==> src/rtl/fault_pkg.sv <==
// Shared definitions for the fault-checking word path.
// - fsm_state_t : encoder sequencing states (IDLE, BURST, DONE)
// - LFSR_TAPS   : tap mask for x^8+x^6+x^5+x^4+1 (bit i = coefficient x^(i+1))
// - residue3()  : mod-3 check code, also used by the checker side
package fault_pkg;

  typedef enum logic [1:0] {
    IDLE  = 2'd0,
    BURST = 2'd1,
    DONE  = 2'd2
  } fsm_state_t;

  localparam logic [7:0] LFSR_TAPS = 8'hB8;

  function automatic logic [1:0] residue3(input logic [7:0] w);
    logic [7:0] r;
    r = w % 8'd3;
    return r[1:0];
  endfunction

endpackage

==> src/rtl/fault_word_encoder_if.sv <==
// Host stream, injection control and checker-side word bus of the encoder.
// Handshake rule for both streams: a transfer happens on a rising clock edge
// where valid and ready are both high; the source holds its payload stable
// while valid is high and ready is low, and ready may depend on valid.
// - master : host/test side (drives stream input, injection, out_ready)
// - slave  : the encoder
interface fault_word_encoder_if;
  logic       mode;
  logic       start;
  logic [7:0] in_data;
  logic       in_valid;
  logic       in_ready;
  logic       inj_en;
  logic       inj_chk;
  logic [2:0] inj_bit;
  logic [7:0] r0;
  logic [1:0] check;
  logic       out_valid;
  logic       out_ready;
  logic       fault_tag;
  logic       busy;
  logic       done;

  modport master (
    output mode, start, in_data, in_valid, inj_en, inj_chk, inj_bit, out_ready,
    input  in_ready, r0, check, out_valid, fault_tag, busy, done
  );

  modport slave (
    input  mode, start, in_data, in_valid, inj_en, inj_chk, inj_bit, out_ready,
    output in_ready, r0, check, out_valid, fault_tag, busy, done
  );
endinterface

==> src/rtl/fault_word_encoder_lfsr8.sv <==
// 8-bit Fibonacci LFSR, shift left with feedback into bit 0.
// Ports:
//   clk, reset : clock, synchronous active-high reset (loads seed)
//   load       : synchronous reload of the seed
//   shift      : advance one step
//   q          : current LFSR value
module lfsr8
  import fault_pkg::*;
#(
  parameter logic [7:0] SEED = 8'hA5
) (
  input  logic       clk,
  input  logic       reset,
  input  logic       load,
  input  logic       shift,
  output logic [7:0] q
);

  // The all-zero state is a lock-up state, so a zero seed is replaced by 1.
  localparam logic [7:0] SEED_EFF = (SEED == 8'h00) ? 8'h01 : SEED;

  always_ff @(posedge clk) begin
    if (reset || load) begin
      q <= SEED_EFF;
    end else if (shift) begin
      q <= {q[6:0], ^(q & LFSR_TAPS)};
    end
  end

endmodule

==> src/rtl/fault_word_encoder.sv <==
// Produces operand r0 with its mod-3 check code for the fault checker, from
// either a host stream or an LFSR pattern burst, with optional injection of
// a data-bit or check-code fault on the word being loaded.
// Ports:
//   clk, reset : clock, synchronous active-high reset
//   bus        : slave side of fault_word_encoder_if (host stream, injection
//                controls, checker output word, busy/done status)
//   dbg_state  : current FSM state, for observation only
module fault_word_encoder
  import fault_pkg::*;
#(
  parameter int unsigned BURST_LEN = 16,
  parameter logic [7:0]  LFSR_SEED = 8'hA5
) (
  input  logic                 clk,
  input  logic                 reset,
  fault_word_encoder_if.slave  bus,
  output fsm_state_t           dbg_state
);

  localparam logic [7:0] LAST_IDX = 8'(BURST_LEN - 1);

  fsm_state_t state_q, state_d;
  logic [7:0] cnt_q, cnt_d;
  logic [7:0] lfsr_q;
  logic       lfsr_load;

  logic [7:0] r0_q;
  logic [1:0] check_q;
  logic       out_valid_q;
  logic       fault_tag_q;
  logic       done_q, done_d;

  logic       load_ok;
  logic       host_take;
  logic       burst_take;
  logic       do_load;
  logic       drop_valid;
  logic [7:0] clean_word;
  logic [7:0] flip_mask;
  logic [7:0] ld_r0;
  logic [1:0] ld_check;

  // Output register may take a new word when empty or being drained now.
  assign load_ok = !out_valid_q || bus.out_ready;

  lfsr8 #(.SEED(LFSR_SEED)) u_lfsr (
    .clk   (clk),
    .reset (reset),
    .load  (lfsr_load),
    .shift (burst_take),
    .q     (lfsr_q)
  );

  // Next-state and control
  always_comb begin
    state_d    = state_q;
    cnt_d      = cnt_q;
    host_take  = 1'b0;
    burst_take = 1'b0;
    lfsr_load  = 1'b0;
    done_d     = 1'b0;
    unique case (state_q)
      IDLE: begin
        if (bus.mode) begin
          // Host words are never accepted in pattern mode, even with start.
          if (bus.start) begin
            state_d   = BURST;
            lfsr_load = 1'b1;
            cnt_d     = 8'd0;
          end
        end else begin
          host_take = bus.in_valid && load_ok;
        end
      end
      BURST: begin
        if (load_ok) begin
          burst_take = 1'b1;
          if (cnt_q == LAST_IDX) begin
            state_d = DONE;
            cnt_d   = 8'd0;
          end else begin
            cnt_d = cnt_q + 8'd1;
          end
        end
      end
      DONE: begin
        // Last burst word leaves the register this cycle.
        if (load_ok) begin
          state_d = IDLE;
          done_d  = 1'b1;
        end
      end
      default: state_d = IDLE;
    endcase
  end

  assign do_load    = host_take || burst_take;
  assign drop_valid = load_ok && !do_load;

  // Injection: check code always comes from the clean word so a data-bit
  // flip shows up as a residue mismatch at the checker.
  assign clean_word = burst_take ? lfsr_q : bus.in_data;
  assign flip_mask  = 8'h01 << bus.inj_bit;
  assign ld_r0      = (bus.inj_en && !bus.inj_chk) ? (clean_word ^ flip_mask) : clean_word;
  assign ld_check   = residue3(clean_word) ^ ((bus.inj_en && bus.inj_chk) ? 2'b11 : 2'b00);

  always_ff @(posedge clk) begin
    if (reset) begin
      state_q <= IDLE;
      cnt_q   <= 8'd0;
    end else begin
      state_q <= state_d;
      cnt_q   <= cnt_d;
    end
  end

  always_ff @(posedge clk) begin
    if (reset) begin
      r0_q        <= 8'd0;
      check_q     <= 2'd0;
      out_valid_q <= 1'b0;
      fault_tag_q <= 1'b0;
      done_q      <= 1'b0;
    end else begin
      done_q <= done_d;
      if (do_load) begin
        r0_q        <= ld_r0;
        check_q     <= ld_check;
        out_valid_q <= 1'b1;
        fault_tag_q <= bus.inj_en;
      end else if (drop_valid) begin
        out_valid_q <= 1'b0;
        fault_tag_q <= 1'b0;
      end
    end
  end

  assign bus.in_ready  = (state_q == IDLE) && !bus.mode && load_ok;
  assign bus.r0        = r0_q;
  assign bus.check     = check_q;
  assign bus.out_valid = out_valid_q;
  assign bus.fault_tag = fault_tag_q;
  assign bus.busy      = (state_q != IDLE);
  assign bus.done      = done_q;
  assign dbg_state     = state_q;

endmodule
==> src/flat_wrapper.sv <==
// flat-port wrapper written by rule: the top's interface ports become plain ports
module fault_word_encoder_flat import fault_pkg::*;
#(
  parameter int unsigned BURST_LEN = 16,
  parameter logic [7:0]  LFSR_SEED = 8'hA5
)
  (clk, reset, dbg_state, bus_mode, bus_start, bus_in_data, bus_in_valid, bus_inj_en, bus_inj_chk, bus_inj_bit, bus_out_ready, bus_in_ready, bus_r0, bus_check, bus_out_valid, bus_fault_tag, bus_busy, bus_done);
  fault_word_encoder_if bus_i ();
  input  logic clk;
  input  logic reset;
  output fsm_state_t dbg_state;
  input wire logic [$bits(bus_i.mode)-1:0] bus_mode;
  input wire logic [$bits(bus_i.start)-1:0] bus_start;
  input wire logic [$bits(bus_i.in_data)-1:0] bus_in_data;
  input wire logic [$bits(bus_i.in_valid)-1:0] bus_in_valid;
  input wire logic [$bits(bus_i.inj_en)-1:0] bus_inj_en;
  input wire logic [$bits(bus_i.inj_chk)-1:0] bus_inj_chk;
  input wire logic [$bits(bus_i.inj_bit)-1:0] bus_inj_bit;
  input wire logic [$bits(bus_i.out_ready)-1:0] bus_out_ready;
  output wire logic [$bits(bus_i.in_ready)-1:0] bus_in_ready;
  output wire logic [$bits(bus_i.r0)-1:0] bus_r0;
  output wire logic [$bits(bus_i.check)-1:0] bus_check;
  output wire logic [$bits(bus_i.out_valid)-1:0] bus_out_valid;
  output wire logic [$bits(bus_i.fault_tag)-1:0] bus_fault_tag;
  output wire logic [$bits(bus_i.busy)-1:0] bus_busy;
  output wire logic [$bits(bus_i.done)-1:0] bus_done;
  assign bus_i.mode = bus_mode;
  assign bus_i.start = bus_start;
  assign bus_i.in_data = bus_in_data;
  assign bus_i.in_valid = bus_in_valid;
  assign bus_i.inj_en = bus_inj_en;
  assign bus_i.inj_chk = bus_inj_chk;
  assign bus_i.inj_bit = bus_inj_bit;
  assign bus_i.out_ready = bus_out_ready;
  assign bus_in_ready = bus_i.in_ready;
  assign bus_r0 = bus_i.r0;
  assign bus_check = bus_i.check;
  assign bus_out_valid = bus_i.out_valid;
  assign bus_fault_tag = bus_i.fault_tag;
  assign bus_busy = bus_i.busy;
  assign bus_done = bus_i.done;
  fault_word_encoder #(.BURST_LEN(BURST_LEN), .LFSR_SEED(LFSR_SEED)) u_core (.clk(clk), .reset(reset), .bus(bus_i), .dbg_state(dbg_state));
endmodule
==> config.mk <==
export PLATFORM = sky130hd
export DESIGN_NAME = fault_word_encoder_flat
export DESIGN_NICKNAME = d
export VERILOG_FILES = /design/src/rtl/fault_pkg.sv /design/src/rtl/fault_word_encoder_if.sv /design/src/rtl/fault_word_encoder_lfsr8.sv /design/src/rtl/fault_word_encoder.sv /design/src/flat_wrapper.sv
export SDC_FILE = /design/constraint.sdc
export NUM_CORES = 1
export LEC_CHECK = 0
export BUFFER_PORTS_ARGS = -buffer_cell sky130_fd_sc_hd__buf_2
export CAP_MARGIN = 10
export CELL_PAD_IN_SITES_DETAIL_PLACEMENT = 0
export CELL_PAD_IN_SITES_GLOBAL_PLACEMENT = 1
export CORE_UTILIZATION = 30
export DETAILED_ROUTE_END_ITERATION = 7
export PLACE_DENSITY = 0.64
export RECOVER_POWER = 50
export SYNTH_ARGS = -nofsm -noshare
export SYNTH_HDL_FRONTEND = slang
export SYNTH_SLANG_ARGS = --single-unit
==> constraint.sdc <==
create_clock -name clk -period 6.1 [get_ports clk]
set_input_delay 1.83 -clock clk [delete_from_list [all_inputs] [get_ports clk]]
set_output_delay 1.83 -clock clk [all_outputs]
set_load 0.02 [all_outputs]
==> metrics.cfg <==
[global_routing]
antenna_found_initial=0
grt_pass1_vias=2217
overflow=0
grt_pass1_wl_microns=11230
grt_max_degree=32
track_usage_pct=16.96

[worst_hold_path]
hold_depth=2
hold_end=u_core.cnt_q[1]
hp-class=flop to flop
hp-start=u_core.cnt_q[1]

[die]
dieWidth_microns=91.16
num_rows=32
die_area_sq_um=8310
design.portCount=36
core_sq_um=7727
die_h_microns=91.16
initial_core_util_pct=30.86

[clocking]
path_clk_slew_ns=0.07
postCtsSetupBuffers=0
cts_hold_buf=0
clkLatencyLatePin_ns=0.28
cts_resized=0
root_buffer=clkbuf_8
numCtsBuffers=5
cts.sinks=31
htreeDepth=2
cts_tree=built
clk_path_buf_depth=2

[timing]
relSlewSlack_pct=48.88
clock.fmax_mhz=187.5
hold_viol=0
post-route-period-util_pct=87.42
fin_ws_ns=0.7672
finalClockSkew_ns=0.005354
holdWs_ns=0.4761
finalCriticalPeriod_ns=5.333
finalMaxSlewViolations=0
setup_tns_ns=0
worst_pin_slew_ns=0.7652
rsz0062_at_grt=false
finalSetupViolCount=0

[critical_path]
critPathMaxStageDelay_ns=0.48
cp-end-kind=flop
worstPathArrival_ns=5.50
cp_cell_sequence=clkbuf_1, nor2b_1, clkbuf_1, nor2_1, mux2i_1, o211ai_1, nand3_2, ha_1, inv_1, o311ai_2, a21o_1, ha_1, a2111o_1, a31o_1, a22o_1, o41ai_2, nor3_2
r2r_cells=15
crit_slowest_cell=clkbuf_1
reg2reg_from=u_core.dbg_state[0]
reg2reg_to=u_core.bus.check[1]
critPathLaunchType=input port
crit_type=input port to flop
cp_max_fo=13
r2r_slack_ns=1.88
worstPathRequired_ns=6.27

[synth]
synth_edf_count=0
ys_seq_area_share_pct=26.02
syn_area_sq_um=2385
ys_ff_latch=31
synth_warnings=0
async_flop_share_pct=0
ys.flop_type=dfxtp_1
syn_inst=312
synth_fp_nets=334
ys_types=59
avgSynthCellArea_sq_um=7.644

[route]
wl_per_cell_microns=15.10
drt_iter0_drc=119
firstDrtPassIters=4
drc=0
via_per_inst=5.245
wirelength_microns=6660
antenna_left=0
vias=2313

[power]
leakage_nw=1.050
vdd_drop_max_v=0.0001017
power_density_nw_per_um2=243.2

[layout]
fillCellCount=827
final_cell_area_sq_um=2700
antennaDiodeCount=0
area.growth.synth_to_final_pct=13.22
nets=360
drive_above_1_share_pct=11.21

[place]
place_area_sq_um=2610
portBuffers=35
dp_slack_ns=0.5852
gp_congestion=0.8678
dp_hpwl_microns=4964

[run]
maxCapViolCount=0

[status]
run_status=finished, final reports clean

stage by stage:
stage | util [%] | cells | total power [mW]
after global placement | 33.78 | 433 | 0.4517
final | 34.94 | 441 | 0.6566
after detailed placement | 33.78 | 433 | 0.4500
after floorplan | - | 312 | 0.3970
after global routing | 34.94 | 441 | 0.7014
after CTS | 35.30 | 441 | 0.6667
critical path, delay by kind of cell:
family / cells / cell delay (ns)
compound gates: 7 / 1.82
fa+ha+maj: 2 / 0.41
buf+inv: 3 / 0.67
mux: 1 / 0.18
simple gates: 4 / 0.59
how the worst max path moves through the flow:
stage                             start             endpoint  slack (ns)  cells past startpoint
after detailed placement  bus_out_ready  u_core.bus.check[1]        0.59                     15
after global placement    bus_out_ready  u_core.bus.check[1]        0.75                     15
after global routing      bus_out_ready  u_core.bus.check[1]        0.45                     17
after CTS                 bus_out_ready  u_core.bus.check[1]        0.90                     15
after floorplan           bus_out_ready  u_core.bus.check[1]        1.12                     17
final                     bus_out_ready  u_core.bus.check[1]        0.77                     17
sequential cells by signal, indices dropped and copies added, names as in the netlist:
name and cells:
u_core.u_lfsr.q 8, u_core.dbg_state 2, u_core.bus.out_valid 1, u_core.bus.done 1, u_core.bus.r0 8, u_core.bus.fault_tag 1, u_core.cnt_q 8, u_core.bus.check 2
area by class of cell:
type                       count  area (sq um)  area share (%)
sequential                    31         620.6           22.98
timing repair buffer          39         177.7           6.580
clock inverter                 2         35.03           1.297
clock buffer                   6         82.58           3.058
inverter                       7         26.28          0.9731
multi-input combinational    254          1630           60.38
tap                          102         127.6           4.727
cells in the mapped netlist (all sizes together) (5+ instances only):
cell type  instances  area share [%]
nand3              8             1.9
nor2              42             6.6
nor3b              6             1.9
nand4              5             1.3
nand2             32             5.4
a21oi             23             4.8
and3               5             1.3
mux2i             13             5.5
nor2b             13             3.4
dfxtp             31              26
a31oi              8             2.1
nand2b             6             1.6
inv                7             1.1
xor2               9             3.3
buf               16             3.9
xnor2             15             5.5
o21ai              7             1.5
routing by layer:
layer,part of all wire [%],track usage (%),up-vias
met5,0,0,-
met4,4.3,8.862,0
met3,3.4,2.680,22
met2,41,23.86,57
met1,51,24.51,1066
li1,-,-,1168
cell families (layout without fill, tap and decap cells):
kind of cell,Yosys count,count (layout),share of synthesized area [%]
AND/OR/NAND/NOR,138,138,29.80
XOR/XNOR,24,24,8.815
multiplexers,14,14,5.928
adder cells (fa/ha/maj),3,3,1.574
buffers and inverters,27,54,5.614
flip-flops,31,31,26.02
AO/OA/AOI/OAI,75,75,22.25
cell usage in the layout (no fill, tap or decap), types with 3 or more instances in the layout:
cell / count
a211oi_1: 3
a21boi_0: 4
a21oi_1: 23
a22o_1: 3
a22oi_1: 4
a31oi_1: 8
and3_1: 5
buf_2: 19
clkbuf_1: 18
clkbuf_8: 6
dfxtp_1: 31
ha_1: 3
inv_1: 7
mux2i_1: 13
nand2_1: 31
nand2b_1: 6
nand3_1: 7
nand3b_1: 4
nand4_1: 5
nor2_1: 42
nor2b_1: 13
nor3_1: 3
nor3b_1: 6
nor4_1: 4
o211ai_1: 3
o21ai_0: 6
xnor2_1: 15
xor2_1: 9
power breakdown:
part | internal, mW | switching [mW] | leakage, nW
Combinational | 0.0806 | 0.129 | 0.736
Sequential | 0.217 | 0.0172 | 0.253
Clock | 0.132 | 0.0802 | 0.0612
Total | 0.430 | 0.227 | 1.05
Note: power is estimated with default switching activity, not from simulation.
